$ cat src/rtl/alu_seq_if.sv
// alu_seq_if: request/response handshake bundle between the execute stage and
// the ALU sequencer.
//   req_valid/req_ready  request handshake; req_op/req_a/req_b are the request
//   resp_valid/resp_ready response handshake; resp_data/resp_err are the response
// master = requester (execute stage / bench), slave = alu_seq.
interface alu_seq_if;
    logic        req_valid;
    logic        req_ready;
    logic [3:0]  req_op;
    logic [31:0] req_a;
    logic [31:0] req_b;
    logic        resp_valid;
    logic        resp_ready;
    logic [31:0] resp_data;
    logic        resp_err;

    modport master (
        output req_valid, req_op, req_a, req_b, resp_ready,
        input  req_ready, resp_valid, resp_data, resp_err
    );

    modport slave (
        input  req_valid, req_op, req_a, req_b, resp_ready,
        output req_ready, resp_valid, resp_data, resp_err
    );
endinterface

$ cat src/rtl/alu_seq.sv
// alu_seq: multi-cycle sequencer wrapped around a single-cycle ALU.
// Base ops (ADD..AND) take one ALU cycle; MUL, DIVU and REMU are built from
// 32 re-issued ALU add/subtract/compare cycles. Illegal ops return 0 with
// resp_err set.
// Ports:
//   clk, rst_n        clock, asynchronous active-low reset
//   bus (slave)       request/response handshake (see alu_seq_if)
//   busy              sequencer not idle
//   alu_*  (out)      ALU control and operand inputs, driven only from state
//   alu_result/less/zero (in) ALU outputs; alu_zero is not used
module alu_seq (
    input  logic        clk,
    input  logic        rst_n,
    alu_seq_if.slave    bus,
    output logic        busy,
    output logic [2:0]  alu_sel,
    output logic        alu_A_L,
    output logic        alu_L_R,
    output logic        alu_S_U,
    output logic        alu_Add_Sub,
    output logic [31:0] alu_a,
    output logic [31:0] alu_b,
    input  logic [31:0] alu_result,
    input  logic        alu_less,
    input  logic        alu_zero
);
    localparam logic [3:0] OP_ADD  = 4'd0;
    localparam logic [3:0] OP_SUB  = 4'd1;
    localparam logic [3:0] OP_SLL  = 4'd2;
    localparam logic [3:0] OP_SRL  = 4'd3;
    localparam logic [3:0] OP_SRA  = 4'd4;
    localparam logic [3:0] OP_SLT  = 4'd5;
    localparam logic [3:0] OP_SLTU = 4'd6;
    localparam logic [3:0] OP_XOR  = 4'd7;
    localparam logic [3:0] OP_OR   = 4'd8;
    localparam logic [3:0] OP_AND  = 4'd9;
    localparam logic [3:0] OP_MUL  = 4'd10;
    localparam logic [3:0] OP_DIVU = 4'd11;
    localparam logic [3:0] OP_REMU = 4'd12;

    typedef enum logic [2:0] {S_IDLE, S_EXEC, S_MUL, S_DIV, S_DONE} state_t;

    state_t      state;
    logic [3:0]  op_q;
    // Operand registers are shared between the op flavours:
    //   opa_q: A / multiplicand / quotient
    //   opb_q: B / multiplier   / divisor
    //   acc_q: product accumulator / partial remainder
    logic [31:0] opa_q;
    logic [31:0] opb_q;
    logic [31:0] acc_q;
    logic [4:0]  cnt_q;
    logic        resp_valid_q;
    logic [31:0] resp_data_q;
    logic        resp_err_q;
    logic        busy_q;

    logic        unused_zero;
    assign unused_zero = alu_zero;

    // Per-iteration next values, consumed both by the register update and by
    // the final capture into resp_data on the last iteration.
    logic [31:0] mul_acc_nxt;
    logic [31:0] div_shift;
    logic        div_ge;
    logic [31:0] div_rem_nxt;
    logic [31:0] div_quo_nxt;

    assign mul_acc_nxt = opb_q[0] ? alu_result : acc_q;
    assign div_shift   = {acc_q[30:0], opa_q[31]};
    // rem[31] is the bit shifted out of the 32-bit partial remainder; when set
    // the true value exceeds any divisor, so the subtract always applies.
    assign div_ge      = acc_q[31] | ~alu_less;
    assign div_rem_nxt = div_ge ? alu_result : div_shift;
    assign div_quo_nxt = {opa_q[30:0], div_ge};

    assign bus.req_ready  = (state == S_IDLE);
    assign bus.resp_valid = resp_valid_q;
    assign bus.resp_data  = resp_data_q;
    assign bus.resp_err   = resp_err_q;
    assign busy           = busy_q;

    // ALU drive is decoded purely from registered state.
    always_comb begin
        alu_sel     = 3'b000;
        alu_A_L     = 1'b0;
        alu_L_R     = 1'b0;
        alu_S_U     = 1'b0;
        alu_Add_Sub = 1'b0;
        alu_a       = 32'd0;
        alu_b       = 32'd0;
        case (state)
            S_EXEC: begin
                alu_a = opa_q;
                alu_b = opb_q;
                case (op_q)
                    OP_SUB:  alu_Add_Sub = 1'b1;
                    OP_SLL: begin
                        alu_sel = 3'b001;
                        alu_A_L = 1'b1;
                        alu_b   = {27'd0, opb_q[4:0]};
                    end
                    OP_SRL: begin
                        alu_sel = 3'b101;
                        alu_L_R = 1'b1;
                        alu_A_L = 1'b1;
                        alu_b   = {27'd0, opb_q[4:0]};
                    end
                    OP_SRA: begin
                        alu_sel = 3'b101;
                        alu_L_R = 1'b1;
                        alu_b   = {27'd0, opb_q[4:0]};
                    end
                    OP_SLT: begin
                        alu_sel     = 3'b010;
                        alu_Add_Sub = 1'b1;
                    end
                    OP_SLTU: begin
                        alu_sel     = 3'b010;
                        alu_Add_Sub = 1'b1;
                        alu_S_U     = 1'b1;
                    end
                    OP_XOR:  alu_sel = 3'b100;
                    OP_OR:   alu_sel = 3'b110;
                    OP_AND:  alu_sel = 3'b111;
                    default: ;  // ADD and illegal ops: plain add
                endcase
            end
            S_MUL: begin
                alu_a = acc_q;
                alu_b = opa_q;
            end
            S_DIV: begin
                alu_Add_Sub = 1'b1;
                alu_S_U     = 1'b1;
                alu_a       = div_shift;
                alu_b       = opb_q;
            end
            default: ;
        endcase
    end

    always_ff @(posedge clk or negedge rst_n) begin
        if (!rst_n) begin
            state        <= S_IDLE;
            op_q         <= 4'd0;
            opa_q        <= 32'd0;
            opb_q        <= 32'd0;
            acc_q        <= 32'd0;
            cnt_q        <= 5'd0;
            resp_valid_q <= 1'b0;
            resp_data_q  <= 32'd0;
            resp_err_q   <= 1'b0;
            busy_q       <= 1'b0;
        end else begin
            case (state)
                S_IDLE: begin
                    if (bus.req_valid) begin
                        op_q       <= bus.req_op;
                        opa_q      <= bus.req_a;
                        opb_q      <= bus.req_b;
                        acc_q      <= 32'd0;
                        cnt_q      <= 5'd0;
                        resp_err_q <= 1'b0;
                        busy_q     <= 1'b1;
                        if (bus.req_op == OP_MUL)
                            state <= S_MUL;
                        else if (bus.req_op == OP_DIVU || bus.req_op == OP_REMU)
                            state <= S_DIV;
                        else
                            state <= S_EXEC;
                    end
                end
                S_EXEC: begin
                    if (op_q <= OP_AND) begin
                        resp_data_q <= alu_result;
                        resp_err_q  <= 1'b0;
                    end else begin
                        resp_data_q <= 32'd0;
                        resp_err_q  <= 1'b1;
                    end
                    resp_valid_q <= 1'b1;
                    state        <= S_DONE;
                end
                S_MUL: begin
                    acc_q <= mul_acc_nxt;
                    opa_q <= opa_q << 1;
                    opb_q <= opb_q >> 1;
                    cnt_q <= cnt_q + 5'd1;
                    if (cnt_q == 5'd31) begin
                        resp_data_q  <= mul_acc_nxt;
                        resp_valid_q <= 1'b1;
                        state        <= S_DONE;
                    end
                end
                S_DIV: begin
                    acc_q <= div_rem_nxt;
                    opa_q <= div_quo_nxt;
                    cnt_q <= cnt_q + 5'd1;
                    if (cnt_q == 5'd31) begin
                        resp_data_q  <= (op_q == OP_REMU) ? div_rem_nxt : div_quo_nxt;
                        resp_valid_q <= 1'b1;
                        state        <= S_DONE;
                    end
                end
                S_DONE: begin
                    if (bus.resp_ready) begin
                        resp_valid_q <= 1'b0;
                        busy_q       <= 1'b0;
                        state        <= S_IDLE;
                    end
                end
                default: state <= S_IDLE;
            endcase
        end
    end
endmodule

$ cat src/flat_wrapper.sv
// flat-port wrapper written by rule: the top's interface ports become plain ports
module alu_seq_flat 
  (clk, rst_n, busy, alu_sel, alu_A_L, alu_L_R, alu_S_U, alu_Add_Sub, alu_a, alu_b, alu_result, alu_less, alu_zero, bus_req_valid, bus_req_op, bus_req_a, bus_req_b, bus_resp_ready, bus_req_ready, bus_resp_valid, bus_resp_data, bus_resp_err);
  alu_seq_if bus_i ();
  input  logic clk;
  input  logic rst_n;
  output logic busy;
  output logic [2:0] alu_sel;
  output logic alu_A_L;
  output logic alu_L_R;
  output logic alu_S_U;
  output logic alu_Add_Sub;
  output logic [31:0] alu_a;
  output logic [31:0] alu_b;
  input  logic [31:0] alu_result;
  input  logic alu_less;
  input  logic alu_zero;
  input wire logic [$bits(bus_i.req_valid)-1:0] bus_req_valid;
  input wire logic [$bits(bus_i.req_op)-1:0] bus_req_op;
  input wire logic [$bits(bus_i.req_a)-1:0] bus_req_a;
  input wire logic [$bits(bus_i.req_b)-1:0] bus_req_b;
  input wire logic [$bits(bus_i.resp_ready)-1:0] bus_resp_ready;
  output wire logic [$bits(bus_i.req_ready)-1:0] bus_req_ready;
  output wire logic [$bits(bus_i.resp_valid)-1:0] bus_resp_valid;
  output wire logic [$bits(bus_i.resp_data)-1:0] bus_resp_data;
  output wire logic [$bits(bus_i.resp_err)-1:0] bus_resp_err;
  assign bus_i.req_valid = bus_req_valid;
  assign bus_i.req_op = bus_req_op;
  assign bus_i.req_a = bus_req_a;
  assign bus_i.req_b = bus_req_b;
  assign bus_i.resp_ready = bus_resp_ready;
  assign bus_req_ready = bus_i.req_ready;
  assign bus_resp_valid = bus_i.resp_valid;
  assign bus_resp_data = bus_i.resp_data;
  assign bus_resp_err = bus_i.resp_err;
  alu_seq u_core (.clk(clk), .rst_n(rst_n), .bus(bus_i), .busy(busy), .alu_sel(alu_sel), .alu_A_L(alu_A_L), .alu_L_R(alu_L_R), .alu_S_U(alu_S_U), .alu_Add_Sub(alu_Add_Sub), .alu_a(alu_a), .alu_b(alu_b), .alu_result(alu_result), .alu_less(alu_less), .alu_zero(alu_zero));
endmodule
$ cat config.mk
export PLATFORM = sky130hd
export DESIGN_NAME = alu_seq_flat
export DESIGN_NICKNAME = d
export VERILOG_FILES = /design/src/rtl/alu_seq_if.sv /design/src/rtl/alu_seq.sv /design/src/flat_wrapper.sv
export SDC_FILE = /design/constraint.sdc
export NUM_CORES = 1
export LEC_CHECK = 0
export CAP_MARGIN = 5
export CORE_AREA = 2 2 138 127
export DETAILED_ROUTE_END_ITERATION = 8
export DIE_AREA = 0 0 140 129
export PLACE_DENSITY = 0.92
export SLEW_MARGIN = 20
export SYNTH_ARGS = -nofsm -noshare
export SYNTH_HDL_FRONTEND = slang
export SYNTH_SLANG_ARGS = --single-unit
$ cat constraint.sdc
create_clock -name clk -period 4.05 [get_ports clk]
set_clock_uncertainty 0.15 [all_clocks]
set_input_delay 0.405 -clock clk [delete_from_list [all_inputs] [get_ports clk]]
set_output_delay 0.405 -clock clk [all_outputs]
set_load 0.005 [all_outputs]
# [Word level (Yosys, flattened, before mapping)]
# Index checks and enable logic that the tools add are counted.
[totals] reg_bits=143 output_inout_bits=107 word_cells=103 inputBits=106
[classes] muxes=42 n_lt_le_gt_ge=1 n_eq_ne=23 bitwise_logic=2 n_reduce_logical=24 addsub=1
[ops] op="one-hot mux 32 bit (3 select lines)" n=5
[ops] op="two-way mux 32 bit" n=10
[ops] op="one-hot mux 32 bit (2 select lines)" n=1
[ops] op="equality test 4 bit (second input constant)" n=6
[ops] op="one-hot mux 3 bit (6 select lines)" n=1
[ops] op="equality test 4 x 3 -> 1 bit (second input constant)" n=4
[ops] op="two-way mux 3 bit" n=5
[ops] op="one-hot mux 3 bit (4 select lines)" n=1
[ops] op="AND reduction 3 bit" n=4
[ops] op="two-way mux 1 bit" n=11
[ops] op="one-hot mux 5 bit (2 select lines)" n=1
[ops] op="AND reduction 2 bit" n=5
[ops] op="nonzero test 3 bit" n=3
[ops] op="equality test 4 x 2 -> 1 bit (second input constant)" n=2
[ops] op="one-hot mux 1 bit (2 select lines)" n=4
[ops] op="nonzero test 2 bit" n=4
[ops] op="OR reduction 2 bit" n=4
[ops] op="equality test 3 x 2 -> 1 bit (second input constant)" n=2
[ops] op="inequality test 2 x 1 -> 1 bit (second input constant)" n=3
[ops] op="OR reduction 3 bit" n=2
[ops] op="adder 5 x 1 -> 5 bit (second input constant)" n=1
[ops] op="equality test 5 bit (second input constant)" n=1
[ops] op="two-way mux 5 bit" n=1
[ops] op="equality test 4 x 1 -> 1 bit (second input constant)" n=1
[ops] op="other kinds (10)" n=11

# [Logic depth before layout (Yosys ltp)]
[logic_depth] ltp_word=6 mapped_depth=8 ltp_nobuf=7

# [Least setup slack after synthesis]
# No wires, ideal clock.
[synth_timing] path_type="register -> output" start="reg u_core.state[2]" end="out alu_b[11]" n_path_buf=4 t_required_ns=3.495 path_stages_with_launch=8 arrival_ns=1.439 path_slack_ns=2.056 path_cell_list="dfrtp_1 -> buf_2 -> nor2b_1 -> clkbuf_1 -> o31a_1 -> buf_2 -> buf_4 -> a22o_1"
[synth_via] elab_chain_len=2 word_cells_on_any_way=4 cone_classes="eq/ne: 3; mux: 1"
[synth_lines] element="from (decl)" line_no="alu_seq.sv:43" rtl="state_t state;"
[synth_lines] element="from (signal assigned)" line_no="alu_seq.sv:145" rtl="state <= S_IDLE;"
[synth_lines] element="from (signal assigned)" line_no="alu_seq.sv:167" rtl="state <= S_MUL;"
[synth_lines] element="from (signal assigned)" line_no="alu_seq.sv:169" rtl="state <= S_DIV;"
[synth_lines] element="equality test 3 x 2 -> 1 bit or equality test 3 x 1 -> 1 bit (tied branches)" line_no="alu_seq.sv:92" rtl="case (state)"
[synth_lines] element="one-hot mux 32 bit (3 select lines) *" line_no="alu_seq.sv:92"
[synth_lines] element="to (decl)" line_no="flat_wrapper.sv:14" rtl="output logic [31:0] alu_b;"
# Mark *: on every way between the ends. The rest lies on a longest branch, timed or not.

# [Worst setup path after layout]
[layout_timing] start="reg u_core.state[1]" end="out alu_a[8]"
[layout_via] elab_chain_len=2 word_cells_on_any_way=4 cone_classes="eq/ne: 3; mux: 1"
[layout_lines] element="equality test 3 x 2 -> 1 bit or equality test 3 x 1 -> 1 bit (tied branches)" line_no="alu_seq.sv:92"
[layout_lines] element="one-hot mux 32 bit (3 select lines) *" line_no="alu_seq.sv:92"
[layout_lines] element="to (decl)" line_no="flat_wrapper.sv:13" rtl="output logic [31:0] alu_a;"
# Marks and branches as above.

==> flow_summary.toml <==
[outcome]
status = "finished, violations left"
violations = "design-rule violations"

[pwr]
pwr-share-comb = 0.500
switchingPower_uw = 3900
p_leak_uw = 0.00490
p_per_area_mw_per_mm2 = 803
internal-power_uw = 5530
peakVddDrop_v = 0.000502
power_frac_clock = 0.176
swShare = 0.414
p_seq_frac = 0.323

[setup_path]
worst-endpoint-arrival_ns = 2.78
required_ns = 3.49
path_max_fanout = 25
startpoint_type = "flop"
worstSetupEndpointType = "primary output"
crit_type = "flop to primary output"

[detailed_routing]
antenna_left = 0
post-route-drc-count = 12
vias = 8341
drtIter0Drc = 733
routedWlPerCell_um = 20.3
vias_per_cell = 6.19
routed_wirelength_um = 27400
drt_first_pass_iters = 9

[global_route]
overflow = 0
track_usage = 0.307
grt_pass1_vias = 8050
antenna_found_initial = 0
grt_max_degree = 97
grt_pass1_wl_um = 43500

[timing]
setup_viol = 0
fmax_mhz = 300
slew_headroom = 0.482
hold_viol = 0
finalMaxSlewViolations = 0
period_share = 0.823
period_needed_ns = 3.33
tns_ns = 0
tightestPinTransition_ns = 0.778
rsz0062_at_grt = "no"
holdWs_ns = 0.366

[cells_and_area]
synthToLayoutAreaGrowth_pct = 30.5
regArea_mm2 = 0.00358
diodes = 0
fin_nets = 1232
num-fill-cells = 1213
layout-drive-gt1-share = 0.0967
multi_input_area_mm2 = 0.00496

[logic_synthesis]
ys_ff_latch = 143
synth_edf_count = 0
avgSynthCellArea_um2 = 9.35
synthesis.area_mm2 = 0.00900
syn_nets = 1071
async_flop_share = 1.00
synthDistinctLibCells = 53
synthCells = 963
ys_seq_area_frac = 0.397
yosysWarnings = 0
synth_ff_type = "dfrtp_1"

[clock_network]
worstSkewPairLatency_ns = 0.43
cts_sinks = 143
postCtsResizedCells = 0
path_clk_slew_ns = 0.06
tritoncts = "built"
h-tree-depth = 4
cts_setup_buffers = 0
cts_buffer_depth = 2
cts_made_buffers = 17
ctsRootBufferMaster = "clkbuf_16"

[floorplan]
start_util = 0.542
die_h_um = 129
core_mm2 = 0.0166
die_w_um = 140
pin_count = 213
die_area_mm2 = 0.0181
row_count = 45

[place]
gp_congestion = 0.894
io_buffers = 211
dpl.hpwl_um = 18400

[job]
maxCapViolations = 0

[hold_path]
hp-class = "flop to flop"
## path summary, 6_finish.rpt
kind / start / to / slack [ns] / depth (start not counted)
setup / recovery: u_core.state[1] / alu_a[8] / 0.72 / 5
hold / removal: u_core.opb_q[11] / u_core.opb_q[10] / 0.37 / 2
setup reg to reg: u_core.state[2] / u_core.opa_q[0] / 1.18 / 6
hold reg to reg: u_core.opb_q[11] / u_core.opb_q[10] / 0.37 / 2
max in group asynchronous: rst_n / u_core.opa_q[7] / 2.35 / 3
min in group asynchronous: rst_n / u_core.bus.resp_data[29] / 0.43 / 2
## power by group through the flow
| stage | sequential (uW) | clock [uW] | combinational (uW) |
|---|---|---|---|
| 6_report | 3050 | 1660 | 4720 |
| 5_1_grt | 3140 | 1740 | 5160 |
| 4_1_cts | 3010 | 1670 | 4720 |
| 2_1_floorplan | 2600 | 0 | 3190 |
| 3_5_place_dp | 3020 | 0 | 4660 |
| 3_3_place_gp | 2990 | 0 | 4540 |
## final cells by class
| class | count | area share |
|---|---|---|
| Tap cell | 211 | 0.0225 |
| Clock buffer | 20 | 0.0397 |
| Multi-Input combinational cell | 727 | 0.422 |
| Sequential cell | 143 | 0.305 |
| Inverter | 4 | 0.00128 |
| Timing Repair Buffer | 231 | 0.196 |
| Clock inverter | 12 | 0.0134 |
## metal layers
metal | wire length (um) | part of all wire | vias to the layer above | track usage
li1 | - | - | 3854 | -
met1 | 11600 | 0.43 | 4017 | 0.424
met2 | 12600 | 0.46 | 427 | 0.480
met3 | 2700 | 0.099 | 43 | 0.0815
met4 | 485 | 0.018 | 0 | 0.0885
met5 | 0 | 0 | - | 0
## worst max-delay path, stage by stage, from the launching register on
cell and delay [ns]:
dfrtp_2 0.57, nor2_2 0.66, buf_4 0.35, a22oi_1 0.14, nor2_1 0.12, clkdlybuf4s50_1 0.51
## metrics by stage
stage,power (uW),setup WS (ns),util,std cells,instance area (um2)
2_1_floorplan,5790,2.06,-,963,9000
3_3_place_gp,7530,1.20,0.669,1315,11100
3_5_place_dp,7690,1.18,0.669,1315,11100
4_1_cts,9400,0.732,0.707,1348,11700
5_1_grt,10000,0.553,0.707,1348,11800
6_report,9430,0.717,0.707,1348,11800
## flip-flops by register name, indices dropped and copies added, names as in the netlist
name	count
u_core.op_q	4
u_core.bus.resp_data	32
u_core.opb_q	32
u_core.bus.resp_valid	1
u_core.cnt_q	5
u_core.opa_q	32
u_core.bus.resp_err	1
u_core.busy	1
u_core.state	3
u_core.acc_q	32
## synth_stat cells, types with 7 or more instances
master	count	share of area
dfrtp_1	143	0.40
a22o_1	33	0.032
buf_2	31	0.017
clkbuf_1	29	0.012
buf_4	9	0.0075
a21oi_1	31	0.017
o21ai_0	11	0.0061
a211o_1	51	0.050
a22oi_1	33	0.028
nand2_1	86	0.036
a31oi_1	28	0.019
o21ai_1	62	0.034
mux2_2	39	0.049
buf_6	11	0.014
mux2i_1	124	0.14
nor2_1	145	0.060
nand2b_1	7	0.0049
buf_1	8	0.0033
## logic make-up (layout without fill, tap and decap cells)
group | after synthesis | in the layout | synth area share
muxes | 163 | 163 | 0.187
buffers and inverters | 93 | 267 | 0.0561
and+or+nand+nor | 271 | 271 | 0.132
DFF | 143 | 143 | 0.397
AOI/OAI and AO/OA | 289 | 289 | 0.223
xor gates and xnor gates | 2 | 2 | 0.00195
adders and majority gates | 2 | 2 | 0.00278
## cells in the final DEF (no fill, tap or decap), types with 6 or more instances in the layout
cell / count
mux2i_1: 124
a21oi_1: 31
a22oi_1: 33
nand2b_1: 7
clkdlybuf4s50_1: 210
mux2_2: 39
nor2_4: 6
nand2_1: 85
o21ai_0: 11
clkbuf_16: 17
buf_4: 16
dfrtp_1: 139
a31oi_1: 28
a211o_1: 51
o21ai_1: 62
a22o_1: 33
nor2_1: 143
## repair_timing
item | 4_1_cts | 5_1_grt
hold buffers | 1 | 0
setup endpoints to repair | 0 | 0
hold endpoints to repair | 78 | 0
(Power assumes the default switching activity.)
